### config.mk
export PLATFORM = sky130hd
export DESIGN_NAME = rs232_rcv_flat
export DESIGN_NICKNAME = d
export VERILOG_FILES = /design/src/rtl/rs232_rcv_if.sv /design/src/rtl/rs232_rcv.sv /design/src/flat_wrapper.sv
export SDC_FILE = /design/constraint.sdc
export NUM_CORES = 1
export LEC_CHECK = 0
export ABC_CLOCK_PERIOD_IN_PS = 5940
export CORE_MARGIN = 4
export CORE_UTILIZATION = 60
export CTS_CLUSTER_SIZE = 14
export DETAILED_ROUTE_END_ITERATION = 10
export DONT_BUFFER_PORTS = 1
export HOLD_SLACK_MARGIN = 0.12
export PLACE_DENSITY = 0.76
export SLEW_MARGIN = 20
export SYNTH_ARGS = -nofsm -noshare
export SYNTH_HDL_FRONTEND = slang
export SYNTH_SLANG_ARGS = --single-unit
### constraint.sdc
create_clock -name clk -period 5.94 [get_ports clk]
set_clock_uncertainty 0.15 [all_clocks]
set_input_delay 0.891 -clock clk [delete_from_list [all_inputs] [get_ports clk]]
set_output_delay 0.891 -clock clk [all_outputs]
set_load 0.03 [all_outputs]
### src/rtl/rs232_rcv_if.sv
// Host-side bus of the RS-232 receiver: serial input, pop/clear strobes,
// data and status words, plus the receive FSM state for observation.
interface rs232_rcv_if;
  logic        rxd;
  logic        rd;
  logic        clr;
  logic [31:0] dout;
  logic [31:0] status;
  logic [2:0]  dbg_state;

  modport master (output rxd, rd, clr, input dout, status, dbg_state);
  modport slave  (input rxd, rd, clr, output dout, status, dbg_state);
endinterface

### src/rtl/rs232_rcv.sv
// 8N1 UART receiver with a mid-bit sampling FSM feeding a small byte FIFO
// and sticky overrun / framing-error flags.
module rs232_rcv #(
  parameter int DIV        = 217,
  parameter int DEPTH_LOG2 = 4
) (
  input  logic         clk,
  input  logic         rst_n,
  rs232_rcv_if.slave   bus
);

  // Host strobes: rd pops the head byte in the cycle it is high (ignored
  // when empty); clr clears ovr/ferr in the cycle it is high unless a new
  // error is raised in that same cycle. No ready/backpressure exists.

  localparam int         DEPTH   = 1 << DEPTH_LOG2;
  localparam logic [11:0] DIV_M1  = 12'(DIV - 1);
  localparam logic [11:0] HALF_M1 = 12'(DIV / 2 - 1);

  typedef enum logic [2:0] {
    IDLE   = 3'd0,
    START  = 3'd1,
    DATA   = 3'd2,
    STOP   = 3'd3,
    WAITHI = 3'd4
  } state_t;

  state_t      state, state_d;
  logic [11:0] cnt, cnt_d;
  logic [2:0]  idx, idx_d;
  logic [7:0]  shreg, shreg_d;
  logic        push, set_ferr;
  logic        rx_meta, rxs;

  always_ff @(posedge clk) begin
    if (!rst_n) begin
      rx_meta <= 1'b1;
      rxs     <= 1'b1;
    end else begin
      rx_meta <= bus.rxd;
      rxs     <= rx_meta;
    end
  end

  always_ff @(posedge clk) begin
    if (!rst_n) begin
      state <= IDLE;
      cnt   <= '0;
      idx   <= '0;
      shreg <= '0;
    end else begin
      state <= state_d;
      cnt   <= cnt_d;
      idx   <= idx_d;
      shreg <= shreg_d;
    end
  end

  always_comb begin
    state_d  = state;
    cnt_d    = cnt;
    idx_d    = idx;
    shreg_d  = shreg;
    push     = 1'b0;
    set_ferr = 1'b0;
    case (state)
      IDLE: begin
        if (!rxs) begin
          state_d = START;
          cnt_d   = HALF_M1;
        end
      end
      START: begin
        if (cnt == '0) begin
          if (rxs) begin
            state_d = IDLE;
          end else begin
            state_d = DATA;
            idx_d   = '0;
            cnt_d   = DIV_M1;
          end
        end else begin
          cnt_d = cnt - 12'd1;
        end
      end
      DATA: begin
        if (cnt == '0) begin
          shreg_d[idx] = rxs;
          cnt_d        = DIV_M1;
          if (idx == 3'd7) state_d = STOP;
          else             idx_d   = idx + 3'd1;
        end else begin
          cnt_d = cnt - 12'd1;
        end
      end
      STOP: begin
        if (cnt == '0) begin
          if (rxs) begin
            push    = 1'b1;
            state_d = IDLE;
          end else begin
            set_ferr = 1'b1;
            state_d  = WAITHI;
          end
        end else begin
          cnt_d = cnt - 12'd1;
        end
      end
      WAITHI: begin
        // A break holds the line low; only its end re-arms start detection.
        if (rxs) state_d = IDLE;
      end
      default: state_d = IDLE;
    endcase
  end

  logic [7:0]            mem [DEPTH];
  logic [DEPTH_LOG2-1:0] wptr, rptr;
  logic [DEPTH_LOG2:0]   count;
  logic                  full, pop, wr_en, set_ovr;
  logic                  ovr, ferr;

  // count never exceeds DEPTH, so its MSB alone marks full.
  assign full    = count[DEPTH_LOG2];
  assign pop     = bus.rd && (count != '0);
  assign wr_en   = push && (!full || pop);
  assign set_ovr = push && full && !pop;

  always_ff @(posedge clk) begin
    if (wr_en) mem[wptr] <= shreg;
  end

  always_ff @(posedge clk) begin
    if (!rst_n) begin
      wptr  <= '0;
      rptr  <= '0;
      count <= '0;
      ovr   <= 1'b0;
      ferr  <= 1'b0;
    end else begin
      if (wr_en) wptr <= wptr + 1'b1;
      if (pop)   rptr <= rptr + 1'b1;
      case ({wr_en, pop})
        2'b10:   count <= count + 1'b1;
        2'b01:   count <= count - 1'b1;
        default: count <= count;
      endcase
      ovr  <= set_ovr  | (ovr  & ~bus.clr);
      ferr <= set_ferr | (ferr & ~bus.clr);
    end
  end

  logic rdy;
  assign rdy = (count != '0);

  assign bus.dout      = rdy ? {24'h0, mem[rptr]} : 32'h0;
  assign bus.status    = {23'h0, 5'(count), 1'b0, ferr, ovr, rdy};
  assign bus.dbg_state = state;

endmodule

### src/flat_wrapper.sv
// flat-port wrapper written by rule: the top's interface ports become plain ports
module rs232_rcv_flat 
#(
  parameter int DIV        = 217,
  parameter int DEPTH_LOG2 = 4
)
  (clk, rst_n, bus_rxd, bus_rd, bus_clr, bus_dout, bus_status, bus_dbg_state);
  rs232_rcv_if bus_i ();
  input  logic clk;
  input  logic rst_n;
  input wire logic [$bits(bus_i.rxd)-1:0] bus_rxd;
  input wire logic [$bits(bus_i.rd)-1:0] bus_rd;
  input wire logic [$bits(bus_i.clr)-1:0] bus_clr;
  output wire logic [$bits(bus_i.dout)-1:0] bus_dout;
  output wire logic [$bits(bus_i.status)-1:0] bus_status;
  output wire logic [$bits(bus_i.dbg_state)-1:0] bus_dbg_state;
  assign bus_i.rxd = bus_rxd;
  assign bus_i.rd = bus_rd;
  assign bus_i.clr = bus_clr;
  assign bus_dout = bus_i.dout;
  assign bus_status = bus_i.status;
  assign bus_dbg_state = bus_i.dbg_state;
  rs232_rcv #(.DIV(DIV), .DEPTH_LOG2(DEPTH_LOG2)) u_core (.clk(clk), .rst_n(rst_n), .bus(bus_i));
endmodule
==> results of run 1 <==
## registers in the layout, summed over array words and instances, names as in the netlist, named ones only
name / flops
u_core.shreg: 8
u_core.rx_meta: 1
u_core.idx: 3
u_core.count: 5
u_core.rxs: 1
u_core.wptr: 4
u_core.cnt: 12
u_core.bus.dbg_state: 3
u_core.rptr: 4
u_core.ovr: 1
u_core.ferr: 1
u_core.mem: 128
## how the worst max path moves through the flow
| stage | from | end | cells past startpoint |
|---|---|---|---|
| 3_3_place_gp | u_core.cnt[0]$_SDFFE_PN0P_ | u_core.count[2]$_SDFFE_PN0P_ | 13 |
| 5_1_grt | u_core.cnt[1]$_SDFFE_PN0P_ | u_core.count[4]$_SDFFE_PN0P_ | 14 |
| 6_report | u_core.count[1]$_SDFFE_PN0P_ | bus_dout[1] | 4 |
| 2_1_floorplan | u_core.bus.dbg_state[0]$_SDFFE_PN0P_ | u_core.count[2]$_SDFFE_PN0P_ | 13 |
| 3_5_place_dp | u_core.cnt[0]$_SDFFE_PN0P_ | u_core.count[2]$_SDFFE_PN0P_ | 13 |
| 4_1_cts | u_core.count[1]$_SDFFE_PN0P_ | bus_dout[1] | 4 |
## per-layer routing
| metal | vias up | global-route usage | share of wire |
|---|---|---|---|
| li1 | 2031 | - | - |
| met3 | 16 | 0.0540 | 0.064 |
| met2 | 143 | 0.355 | 0.52 |
| met4 | 0 | 0.0756 | 0.014 |
| met5 | - | 0 | 0 |
| met1 | 2238 | 0.272 | 0.41 |
## final cells by class
type                    count  area [µm²]
multi-input cells         349        2750
clock buffers              22         518
inverters                  12        45.0
flip-flops and latches    175        4790
well taps                 172         215
fillers                   892        4330
clock inverters            10        91.3
repair buffers              5        37.5
## where the power goes
group	switching, W	internal, W
Sequential	0.0000153	0.00130
Combinational	0.000132	0.0000464
Clock	0.000452	0.000666
## worst max-delay path, cell delays in order, from the launching register on
cell,delay (ps)
dfxtp_1,680
nor4_1,120
nand2_1,370
nand2b_1,360
o22ai_1,730
## stage by stage
stage	instance area [µm²]	total power, W	hold slack [ps]
floorplan	8100	0.00153	236
global placement	7830	0.00152	242
CTS	8440	0.00262	257
detailed placement	7830	0.00152	242
finish	8440	0.00261	257
global route	8440	0.00270	317
## kinds of logic after synthesis
group / Yosys count / synth area share
DFF: 175 / 0.604
and+or+nand+nor: 151 / 0.109
buffers and inverters: 93 / 0.0720
AOI/OAI and AO/OA: 69 / 0.0598
muxes: 59 / 0.125
adders and majority gates: 13 / 0.0205
xor gates and xnor gates: 9 / 0.00994
other: 1 / 0.000473
## layout by cell type (no fill, tap or decap), types with 4 or more instances in the layout
cell | synthesis | routed
and2_1 | 10 | 10
xnor2_1 | 6 | 6
edfxtp_1 | 128 | 128
nor3b_1 | 4 | 4
nand2_1 | 22 | 22
or3_1 | 4 | 4
nor2b_1 | 11 | 11
or2_2 | 4 | 4
mux2i_1 | 27 | 27
nand2b_1 | 15 | 15
o21ai_0 | 14 | 14
nor2_1 | 32 | 32
nor4_1 | 8 | 8
ha_1 | 13 | 13
clkbuf_16 | 0 | 20
nand3_1 | 11 | 11
a21oi_1 | 9 | 9
o211ai_1 | 4 | 4
a21boi_0 | 5 | 5
mux4_2 | 32 | 32
conb_1 | 1 | 48
nor3_1 | 10 | 10
buf_4 | 53 | 5
dfxtp_1 | 47 | 45
inv_1 | 12 | 12
o22ai_1 | 11 | 11
==> summary.txt, run 1 <==
Post-synth ARST share = 0
Critical Path Source Type = flip-flop
Overflow after GRT = 0
Post-Route WL = 15000 µm
Routed length per instance = 20.1 µm
Vias per Instance = 5.94
Routed Antenna Nets = 0
WS Path Type = reg -> out
Net count, final = 578
Seq/Total Area, Yosys = 0.604
Final setup TNS = 0 ps
RSZ-0062 raised after global routing = false
Maximum VDD drop = 0.000230 V
Pleak = 2.81 nW
Initial Util = 0.621
Crit path max fanout = 9
Hold_buf cts = 0
CP endpoint kind = primary output
Fin. Hold Viols = 0
Htree depth = 4
Most frequent cell after synthesis = edfxtp_1
Post-synth EDFFs = 128
Yosys warnings = 0
Die height = 123 µm
First-pass GRT wire length = 23700 µm
Largest net degree at the start of global routing = 52
Number of distinct library cells after synthesis = 62
Num Clock Sinks = 175
Hold Path Class = reg -> reg
Least-Margin Pin Slew = 1130 ps
Post-route setup slack = 2210 ps
Crit path arrival time = 2690 ps
Clk slew on worst S/H paths = 70 ps
Dpl hpwl = 9640 µm
Outcome = finished, final reports clean
Worst r2r dst = u_core.count[4]$_SDFFE_PN0P_
Initial antenna violation count = 0
Dpl cells = 713
Die area = 0.0151 mm²
I/O pin total = 72
Synth Register Bits = 175
Reg2reg start = u_core.cnt[0]$_SDFFE_PN0P_
Hold Path Depth = 1
Cell taking the most area after synthesis = edfxtp_1
Critical path required time = 4900 ps
Total GRT Usage = 0.213
Layout cell share with drive strength beyond 1 = 0.155
PD cells = 310 mW/mm²
Main flop type after synthesis = edfxtp_1
Inserted Clock Buffers = 17
CORE AREA = 0.0128 mm²
Syn Inst Count = 570
Clk buf depth = 2
Final Cycle Share = 0.628
Synth top area cells = edfxtp_1, dfxtp_1, mux4_2
Root Driver = clkbuf_16
CTS tree = built
Post-CTS Setup Bufs = 0
Fin crit period = 3730 ps
Clock latency at the later pin of the worst-skew pair = 420 ps
Max_cap viols = 0
Hold_sp = u_core.rx_meta$_SDFF_PN1_
Routability cong. = 0.842
DRC Markers = 0
R2r setup slk = 2230 ps
Vias in the first global route = 4437
Max Clock Freq = 268 MHz
# port buffers = 0
Synth-to-layout area growth = 6.50%
Final setup viols = 0
DR pass1 iterations = 4
Worst R2R Path Depth = 14
Max_slew headroom = 0.245
Die width = 123 µm
1st-iter DRT viols = 499
Worst slack, placed = 2250 ps
CTS-repair resized insts = 0
Via count = 4428
# rows = 41
Share of the synthesized area in the top cell type = 0.485
Fin. max-slew vios = 0
Fin cells = 745
Post-Synthesis Cell Area = 0.00793 mm²
Top cells by count, synth = edfxtp_1, buf_4, dfxtp_1
Syn_area_per_cell = 13.9 µm²
Diodes inserted = 0
WHS Endpoint = u_core.rxs$_SDFF_PN1_
Post-layout util = 0.661
(Power assumes the default switching activity.)
==> inputs of run 2 (changes only) <==
--- a/config.mk
+++ b/config.mk
@@ -5,14 +5,14 @@
 export SDC_FILE = /design/constraint.sdc
 export NUM_CORES = 1
 export LEC_CHECK = 0
-export ABC_CLOCK_PERIOD_IN_PS = 5940
+export ABC_CLOCK_PERIOD_IN_PS = 3200
 export CORE_MARGIN = 4
-export CORE_UTILIZATION = 60
+export CORE_UTILIZATION = 57
 export CTS_CLUSTER_SIZE = 14
 export DETAILED_ROUTE_END_ITERATION = 10
 export DONT_BUFFER_PORTS = 1
 export HOLD_SLACK_MARGIN = 0.12
-export PLACE_DENSITY = 0.76
+export PLACE_DENSITY = 0.75
 export SLEW_MARGIN = 20
 export SYNTH_ARGS = -nofsm -noshare
 export SYNTH_HDL_FRONTEND = slang
==> constraint.sdc (replaced) <==
create_clock -name clk -period 3.2 [get_ports clk]
set_clock_uncertainty 0.15 [all_clocks]
set_input_delay 0.48 -clock clk [delete_from_list [all_inputs] [get_ports clk]]
set_output_delay 0.48 -clock clk [all_outputs]
set_load 0.03 [all_outputs]
==> summary.txt, run 2 (synthesis results as in run 1) <==
Max_slew headroom = 0.531 (+0.286)
First-pass GRT wire length = 24800 µm (+4.6%)
Initial antenna violation count = 0 (unchanged)
Slowest CP cell = mux4_2
Max layer used = met4
WS Path Type = reg -> out
Max_cap viols = 0 (unchanged)
Max FFs per register = 128 (unchanged)
Die height = 126 µm (+2.4%)
Vias per Instance = 5.91 (-0.60%)
Net count, final = 613 (+6.1%)
CTS tree = built
Dpl cells = 749 (+5.0%)
Met3 routed WL = 1150 µm (+20%)
PD cells = 560 mW/mm² (+81%)
Largest net degree at the start of global routing = 47 (-9.6%)
Die area = 0.0159 mm² (+4.9%)
Inserted Clock Buffers = 17 (unchanged)
Top flop regs = u_core.mem x128, u_core.cnt x12, u_core.shreg x8
Clk slew on worst S/H paths = 70 ps (about the same)
I/O pin total = 72 (unchanged)
Largest Register = u_core.mem
Hold Path Class = in -> reg
Most frequent cells in the layout = edfxtp_1, conb_1, dfxtp_1
Post-Route WL = 15300 µm (+2.0%)
Routability cong. = 0.914 (+8.6%)
Final setup viols = 0 (unchanged)
Htree depth = 4 (unchanged)
Pleak = 2.99 nW (+6.4%)
Final Cycle Share = 0.915
Crit path max fanout = 17 (+8)
Critical Path Source Type = flip-flop
RSZ-0062 raised after global routing = false
Vias in the first global route = 4683 (+5.5%)
Maximum VDD drop = 0.000324 V (+41%)
CP endpoint kind = primary output
Reg2reg start = u_core.cnt[1]$_SDFFE_PN0P_
Commonest non-fill, non-tap cell in the layout = edfxtp_1
# rows = 42 (+2.4%)
1st-iter DRT viols = 455 (-8.8%)
Crit path cell chain = buf_12, buf_12, mux4_2, mux2i_1, o22ai_1, buf_4
DR pass1 iterations = 5 (+1)
Hold slack = 145 ps (-112 ps)
Routed wl met2 = 7990 µm (+3.4%)
Max Clock Freq = 342 MHz
Layout cell share with drive strength beyond 1 = 0.199 (+0.0437)
Critical path required time = 2570 ps (-2330 ps)
Top delay family on crit path = multiplexers
DRT met1 WL = 5890 µm (-3.4%)
Post-layout util = 0.651 (-0.0100)
Least-Margin Pin Slew = 703 ps (-428 ps)
Clock latency at the later pin of the worst-skew pair = 420 ps (about the same)
Fin. max-slew vios = 0 (unchanged)
Post-CTS Setup Bufs = 0 (unchanged)
Total GRT Usage = 0.203 (-0.00974)
Critical path's largest stage delay = 500 ps (-230 ps)
Die width = 126 µm (+2.4%)
Most frequent CP cell = buf_12
Clk buf depth = 2 (unchanged)
# port buffers = 0 (unchanged)
Num Clock Sinks = 175 (unchanged)
Overflow after GRT = 0 (unchanged)
Synth-to-layout area growth = 10.5%
Fin crit period = 2930 ps
CP Buf/Inv Count = 3 (+3)
Routed Antenna Nets = 0 (unchanged)
Hold_sp = rst_n
CORE AREA = 0.0135 mm² (+5.3%)
Fin cells = 784 (+5.2%)
Root Driver = clkbuf_16
Diodes inserted = 0 (unchanged)
Final setup TNS = 0 ps (unchanged)
Outcome = finished, final reports clean
DRC Markers = 0 (unchanged)
Initial Util = 0.589 (-0.0313)
Routed length per instance = 19.5 µm (-3.1%)
Fin. Hold Viols = 0 (unchanged)
Dpl hpwl = 10000 µm (+3.9%)
Via count = 4632 (+4.6%)
Crit path arrival time = 2300 ps (-390 ps)
-- run 2: final timing paths --
kind / depth (start not counted) / slack, ps / end
worst min-delay path: 2 / 140 / u_core.cnt[6]$_SDFFE_PN0P_
worst min register to register: 1 / 270 / u_core.rxs$_SDFF_PN1_
worst max register to register: 14 / 330 / u_core.count[4]$_SDFFE_PN0P_
worst max-delay path: 6 / 270 / bus_dout[3]
-- run 2: through the flow --
step                total power (W)  setup WS, ps  instance area (µm²)
global placement            0.00283           414                 8100
CTS                         0.00493          90.5                 8750
floorplan                   0.00284          73.3                 8100
detailed placement          0.00283           271                 8100
finish                      0.00491           274                 8760
global route                0.00509          89.0                 8760
-- run 2: repair_timing --
item                                   in CTS  in global routing
endpoints found under the hold margin      46                  0
setup endpoints to repair                   0                  2
gates resized for setup                     0                  2
hold buffers                                3                  0
-- run 2: final cells by class --
type                       instances  area (µm²)
tap                              176         220
clock buffer                      18         429
fill                             962        4700
clock inverter                    14         180
inverter                          12        45.0
sequential                       175        4790
timing repair buffer              40         343
multi-input combinational        349        2750
-- run 2: where the power goes --
part           switching (W)  leakage [nW]  internal [W]
combinational       0.000266          1.14      0.000101
clock               0.000859         0.287       0.00124
sequential         0.0000219          1.57       0.00242
-- run 2: layer usage --
metal	track usage	vias to the layer above
li1	-	2101
met1	0.255	2302
met2	0.340	203
met3	0.0550	26
met4	0.0738	0
met5	0	-
